### src/rtl/free_list.sv
// free_list: block-index allocator built from a circular FIFO of free indices
// plus an in-use bitmap that flags bad or repeated frees.
module free_list #(
  parameter int ADDR_W = 8,
  parameter int NUM_BLOCKS = 256
) (
  input  logic              clk,
  input  logic              rst,
  input  logic              alloc_req_i,
  output logic              alloc_gnt_o,
  output logic [ADDR_W-1:0] alloc_block_idx_o,
  input  logic              free_req_i,
  input  logic [ADDR_W-1:0] free_block_idx_i,
  output logic [ADDR_W:0]   free_count_o,
  output logic              init_done_o,
  output logic              err_double_free_o,
  output logic              err_bad_idx_o
);
  typedef enum logic {INIT, RUN} state_t;
  localparam logic [ADDR_W-1:0] LAST = ADDR_W'(NUM_BLOCKS - 1);
  state_t state, state_nxt;
  logic [ADDR_W-1:0] fifo [NUM_BLOCKS];
  logic [ADDR_W-1:0] rd_ptr, wr_ptr;
  logic [2**ADDR_W-1:0] in_use;
  logic run, nonempty, idx_ok, free_ok;
  function automatic logic [ADDR_W-1:0] inc(input logic [ADDR_W-1:0] p);
    return p == LAST ? '0 : p + ADDR_W'(1);
  endfunction
  always_comb begin
    run = state == RUN;
    nonempty = free_count_o != '0;
    alloc_gnt_o = run && alloc_req_i && nonempty;
    alloc_block_idx_o = run && nonempty ? fifo[rd_ptr] : '0;
    idx_ok = {1'b0, free_block_idx_i} < (ADDR_W+1)'(NUM_BLOCKS);
    free_ok = run && free_req_i && idx_ok && in_use[free_block_idx_i];
    init_done_o = run;
    state_nxt = state == INIT && wr_ptr == LAST ? RUN : state;
  end
  always_ff @(posedge clk) state <= rst ? INIT : state_nxt;
  // During INIT wr_ptr doubles as the init counter and wraps to 0 on the last write.
  always_ff @(posedge clk) begin
    if (rst) begin
      rd_ptr <= '0;
      wr_ptr <= '0;
      free_count_o <= '0;
      in_use <= '0;
      err_double_free_o <= 1'b0;
      err_bad_idx_o <= 1'b0;
    end else if (!run) begin
      wr_ptr <= inc(wr_ptr);
      free_count_o <= free_count_o + (ADDR_W+1)'(1);
    end else begin
      if (alloc_gnt_o) rd_ptr <= inc(rd_ptr);
      if (free_ok) wr_ptr <= inc(wr_ptr);
      free_count_o <= free_count_o + (ADDR_W+1)'(free_ok) - (ADDR_W+1)'(alloc_gnt_o);
      if (free_ok) in_use[free_block_idx_i] <= 1'b0;
      if (alloc_gnt_o) in_use[alloc_block_idx_o] <= 1'b1;
      if (free_req_i && !idx_ok) err_bad_idx_o <= 1'b1;
      if (free_req_i && idx_ok && !in_use[free_block_idx_i]) err_double_free_o <= 1'b1;
    end
  end
  always_ff @(posedge clk)
    if (!rst && (!run || free_ok)) fifo[wr_ptr] <= run ? free_block_idx_i : wr_ptr;
endmodule

### config.mk
export PLATFORM = sky130hd
export DESIGN_NAME = free_list
export DESIGN_NICKNAME = d
export VERILOG_FILES = /design/src/rtl/free_list.sv
export SDC_FILE = /design/constraint.sdc
export NUM_CORES = 2
export LEC_CHECK = 0
export CAP_MARGIN = 10
export CORE_MARGIN = 10
export CORE_UTILIZATION = 45
export DETAILED_ROUTE_END_ITERATION = 7
export PLACE_DENSITY_LB_ADDON = 0.3
export REMOVE_ABC_BUFFERS = 1
export SLEW_MARGIN = 20
export SYNTH_ARGS = -nofsm -noshare
export SYNTH_HDL_FRONTEND = slang
export SYNTH_SLANG_ARGS = --single-unit
### constraint.sdc
create_clock -name clk -period 13.9 [get_ports clk]
set_input_delay 2.78 -clock clk [delete_from_list [all_inputs] [get_ports clk]]
set_output_delay 2.78 -clock clk [all_outputs]
set_load 0.005 [all_outputs]
== Word-level counts from Yosys, hierarchy flattened ==
Memories as Yosys holds them, arrays and structs flattened. A register that Yosys moved wholly into a read port is not among the register bits.
Index checks and enable logic that the tools add are counted.
Cells by class
  $add $sub $neg: 5
  order comparisons: 4
  equality and inequality tests: 3
  mux-type cells: 21
  bitwise operators: 4
  reductions and logical operators: 17
Operator list (number)
  two-way mux 256 bit: 4
  bitwise AND 256 bit: 1
  NOT 256 bit: 1
  OR 256 bit: 1
  two-way mux 8 bit: 8
  < comparator 8 x 9 -> 1 bit, second input constant: 2
  adder 8 x 1 -> 8 bit, second input constant: 2
  demux 1 bit (select 8 bit): 2
  == test 8 bit, second input constant: 2
  >= comparator 8 x 1 -> 1 bit, second input constant: 2
  logical AND 1 bit: 10
  adder 9 x 1 -> 9 bit: 1
  adder 9 x 1 -> 9 bit, second input constant: 1
  two-way mux 9 bit: 1
  nonzero test 9 bit: 1
  subtractor 9 x 1 -> 9 bit: 1
  binary-select mux 1 bit (select 8 bit): 1
  two-way mux 1 bit: 5
  AND reduction 2 bit: 2
  logical NOT 1 bit: 3
  inequality test 2 x 1 -> 1 bit, second input constant: 1
  logical OR 1 bit: 1
  NOT 1 bit: 1
Storage, ports and cells
  bits in registers: 283
  bits in writable memories: 2048
  input bits: 12
  output and inout port bits: 21
  memories: 1
Memories
  fifo: words 256, bits a word 8, rd ports 1, clocked after Yosys merged registers in 1, wr ports 1, line 22  | logic [ADDR_W-1:0] fifo [NUM_BLOCKS];

== Logic depth before layout (Yosys ltp) ==
  word-level depth: 11
  depth in mapped cells: 26
  mapped depth without buffers: 21

== Worst setup path after synthesis ==
Ideal clock, no wire load.
  path kind: reg2reg
  from: register state, in the netlist init_done_o
  to: memory fifo[0][0] (data pin)
  data arrival time: 10.744 ns
  data required time: 11.713 ns
  slack: 0.969 ns
  cell stages (with the launch flop): 4
  path buffers: 2
  cells stage by stage: dfxtp_1 clkbuf_1 clkbuf_1 o21ai_0
Between the ends
  cells in the longest elaborated chain, start to end: 1
Ends and longest elaborated chain
  start: declaration: line 21  | state_t state, state_nxt;
  start signal: assignment: line 39  | always_ff @(posedge clk) state <= rst ? INIT : state_nxt;
  two-way mux 8 bit: line 63  | if (!rst && (!run || free_ok)) fifo[wr_ptr] <= run ? free_block_idx_i : wr_ptr;
  end: declaration: line 22
Every way passes these cells.

==> flow_summary_export.csv <==
group,metric,value,unit
synth,syn_inst,5213,
sta,finalSetupViolCount,0,
cts,insertion_delay,880,ps
setup_path,end_kind,"output port",
die,dieArea,227000,um^2
cts,holdBufCountCts,0,
sta,finClkSkew,56.8,ps
sta,slew_viol_final,0,
setup_path,crit_fanout,84,
die,num_rows,167,
setup_path,crit_chain,"buf_12 -> buf_4 -> mux4_1 -> o22ai_1 -> nor3_1 -> nor2_1 -> o221ai_1 -> nand4_1 -> nor2_1 -> clkdlybuf4s50_1",
die,design.core.area,207000,um^2
route,totalWireLength,253,mm
route,vias,51653,
setup_path,reg2reg_slack,6830,ps
global_route,antenna_found_initial,3,
synth,synth_edf_count,2048,
global_route,grt-ovfl-total,0,
pwr,leakagePower,31.5,nW
sta,period_share,0.691,
cts,clock_sinks,2339,
route,first_iter_violations,6584,
setup_path,criticalPathCategory,"reg2out",
sta,finalHoldViolCount,0,
setup_path,crit_path_start_kind,"register",
job,cap_viol_max_count,0,
sta,rsz0062_at_grt,"false",
pwr,total_power,14.1,mW
die,die_w,477,um
global_route,grt_pass1_wl,369,mm
setup_path,critical_path_arrival,6820,ps
synth,yosysTopAreaCell,"edfxtp_1",
hold_path,hold_class,"reg2reg",
route,firstDrtPassIters,6,
cells_and_area,fin_cells,8222,
synth,async_flop_share,0,
global_route,track_usage,0.217,
die,start_util,0.453,
pwr,power_density,135,nW/um^2
cts,clock_path_buffers,3,
route,drc_errors,0,
pwr,vdd_drop_max,136,uV
cts,cts.clk_slew.worst_paths,60,ps
setup_path,critPathSlowestCell,"dfxtp_4",
cells_and_area,fillers,16553,
global_route,first_global_vias,51212,
die,io_pins,33,
place,placed_cells,7791,
synth,synth_area_per_cell,18.0,um^2
synth,ys_ff_latch,2339,
place,gp_congestion,0.865,
route,via_per_inst,6.28,
synth,synth_cell_types,96,
cts,cts_tree,"done",
cells_and_area,drive_gt1_frac,0.201,
sta,worstMarginPinSlew,1180,ps
sta,slew_headroom,0.212,
cts,h-tree-depth,4,
run_status,status,"complete, no violations",
cells_and_area,fin_nets,5273,
route,drtAntennaViolNets,0,
cts,cts.repair.resized,0,
cts,cts_root_buf,"clkbuf_16",
setup_path,crit_top_cell,"nor2_1",
route,wire_per_inst,30.8,um
synth,yosysWarnings,0,
die,fp.dieH,477,um
synth,synthesis.area,94000,um^2
setup_path,critPathMaxStageDelay,860,ps
place,io_buffers,31,
setup_path,critical_path_required,11120,ps
sta,fmax,104,MHz
synth,synth_area_leaders,"edfxtp_1 65%, mux4_2 13%, dfxtp_1 6.2%, mux2i_1 1.4%, nor2_1 1.3%",
sta,setup_tns,0,ps
global_route,grt_max_degree,204,
cts,cts_setup_buffers,0,
sta,holdWs,474,ps
place,dp_hpwl,150,mm
synth,synth_ff_type,"edfxtp_1",
cts,numCtsBuffers,226,
synth,netlist.area_leader.share,0.654,
cells_and_area,syn_to_final_growth,11.2,%
synth,seq_area_frac_synth,0.716,
sta,min_period,9600,ps
## synthesized netlist by cell type (all sizes together) (78+ instances only)
| library cell | number |
|---|---|
| o211ai | 89 |
| a21oi | 188 |
| edfxtp | 2048 |
| nand2 | 230 |
| buf | 160 |
| dfxtp | 291 |
| clkbuf | 189 |
| mux2i | 130 |
| o21ai | 260 |
| nand3 | 78 |
| nor2 | 335 |
| mux4 | 569 |
## cell type report
class                      instances  area (um^2)  share of cell area
sequential                      2339        67300               0.644
multi-input combinational       2493        24800               0.237
clock buffer                     276         5980              0.0572
tap                             2788         3490              0.0334
clock inverter                   149         1560              0.0149
timing repair buffer             144         1260              0.0121
inverter                          31          119             0.00114
antenna                            2         5.00           0.0000479
## critical path: cells and delay by family, from the launching register on
kind | cells | cell delay [ps]
buf+inv | 3 | 1950
simple gates | 4 | 2200
compound gates | 2 | 400
mux | 1 | 400
flops | 1 | 860
## kinds of logic after synthesis
group | Yosys count | synth area share
xor gates and xnor gates | 18 | 0.00168
muxes | 722 | 0.154
buffers and inverters | 381 | 0.0222
and+or+nand+nor | 862 | 0.0433
AOI/OAI and AO/OA | 864 | 0.0589
adders and majority gates | 26 | 0.00354
DFF | 2339 | 0.716
other | 1 | 0.0000399
## worst paths after layout
check                                from  cells past startpoint                 endpoint
setup / recovery                 register                     10     alloc_block_idx_o[0]
hold / removal    in_use[46]$_SDFFE_PP0P_                      2  in_use[46]$_SDFFE_PP0P_
setup reg to reg                 register                     11  in_use[57]$_SDFFE_PP0P_
hold reg to reg   in_use[46]$_SDFFE_PP0P_                      2  in_use[46]$_SDFFE_PP0P_
## where the power goes
group / internal, mW / switching, mW / total [mW]
Sequential: 7.59 / 0.00510 / 7.60
Clock: 3.55 / 2.69 / 6.24
Combinational: 0.0415 / 0.182 / 0.224
Total: 11.2 / 2.88 / 14.1
## sequential cells by signal, summed over array words and instances, names as in the netlist, named ones only
register	cells
in_use	256
init_done_o	1
rd_ptr	8
free_count_o	9
err_double_free_o	1
fifo	2048
wr_ptr	8
## stage by stage
step	area, um^2	setup WS, ps	utilization
2_1_floorplan	92000	-12060	-
3_3_place_gp	96900	5100	0.467
3_5_place_dp	96900	5100	0.467
4_1_cts	104000	4150	0.503
5_1_grt	105000	4040	0.504
6_report	105000	4300	0.504
## layer usage
metal	track usage	up-vias	wire length, um	share of wire
met1	0.307	27012	103000	0.41
met5	0	-	0	0
li1	-	21334	-	-
met3	0.0524	504	24800	0.098
met2	0.333	2803	117000	0.46
met4	0.0686	0	8200	0.032
## cells in the final DEF, fill, tap and decap left out, types with 10 or more instances in the layout
cell	instances
nor4_1	13
clkbuf_16	230
a22oi_1	76
and2_1	12
clkinv_1	60
nand4_1	25
buf_4	105
nor2_1	333
o22ai_1	59
edfxtp_1	2048
nand2_1	228
inv_1	23
o21ai_0	247
and3_1	11
a21oi_1	186
nor2b_1	26
mux2i_1	130
xnor2_1	11
a211oi_1	23
dfxtp_1	284
bufinv_16	26
o21ai_1	10
nand3_1	70
o221ai_1	18
a31oi_1	12
clkbuf_1	41
mux2_2	17
o31ai_1	10
clkdlybuf4s50_1	27
o211ai_1	89
clkinv_2	34
mux4_1	21
mux4_2	548
clkinvlp_4	11
nand2b_1	25
o311ai_0	74
nor3_1	34
ha_1	25
(Power assumes the default switching activity.)
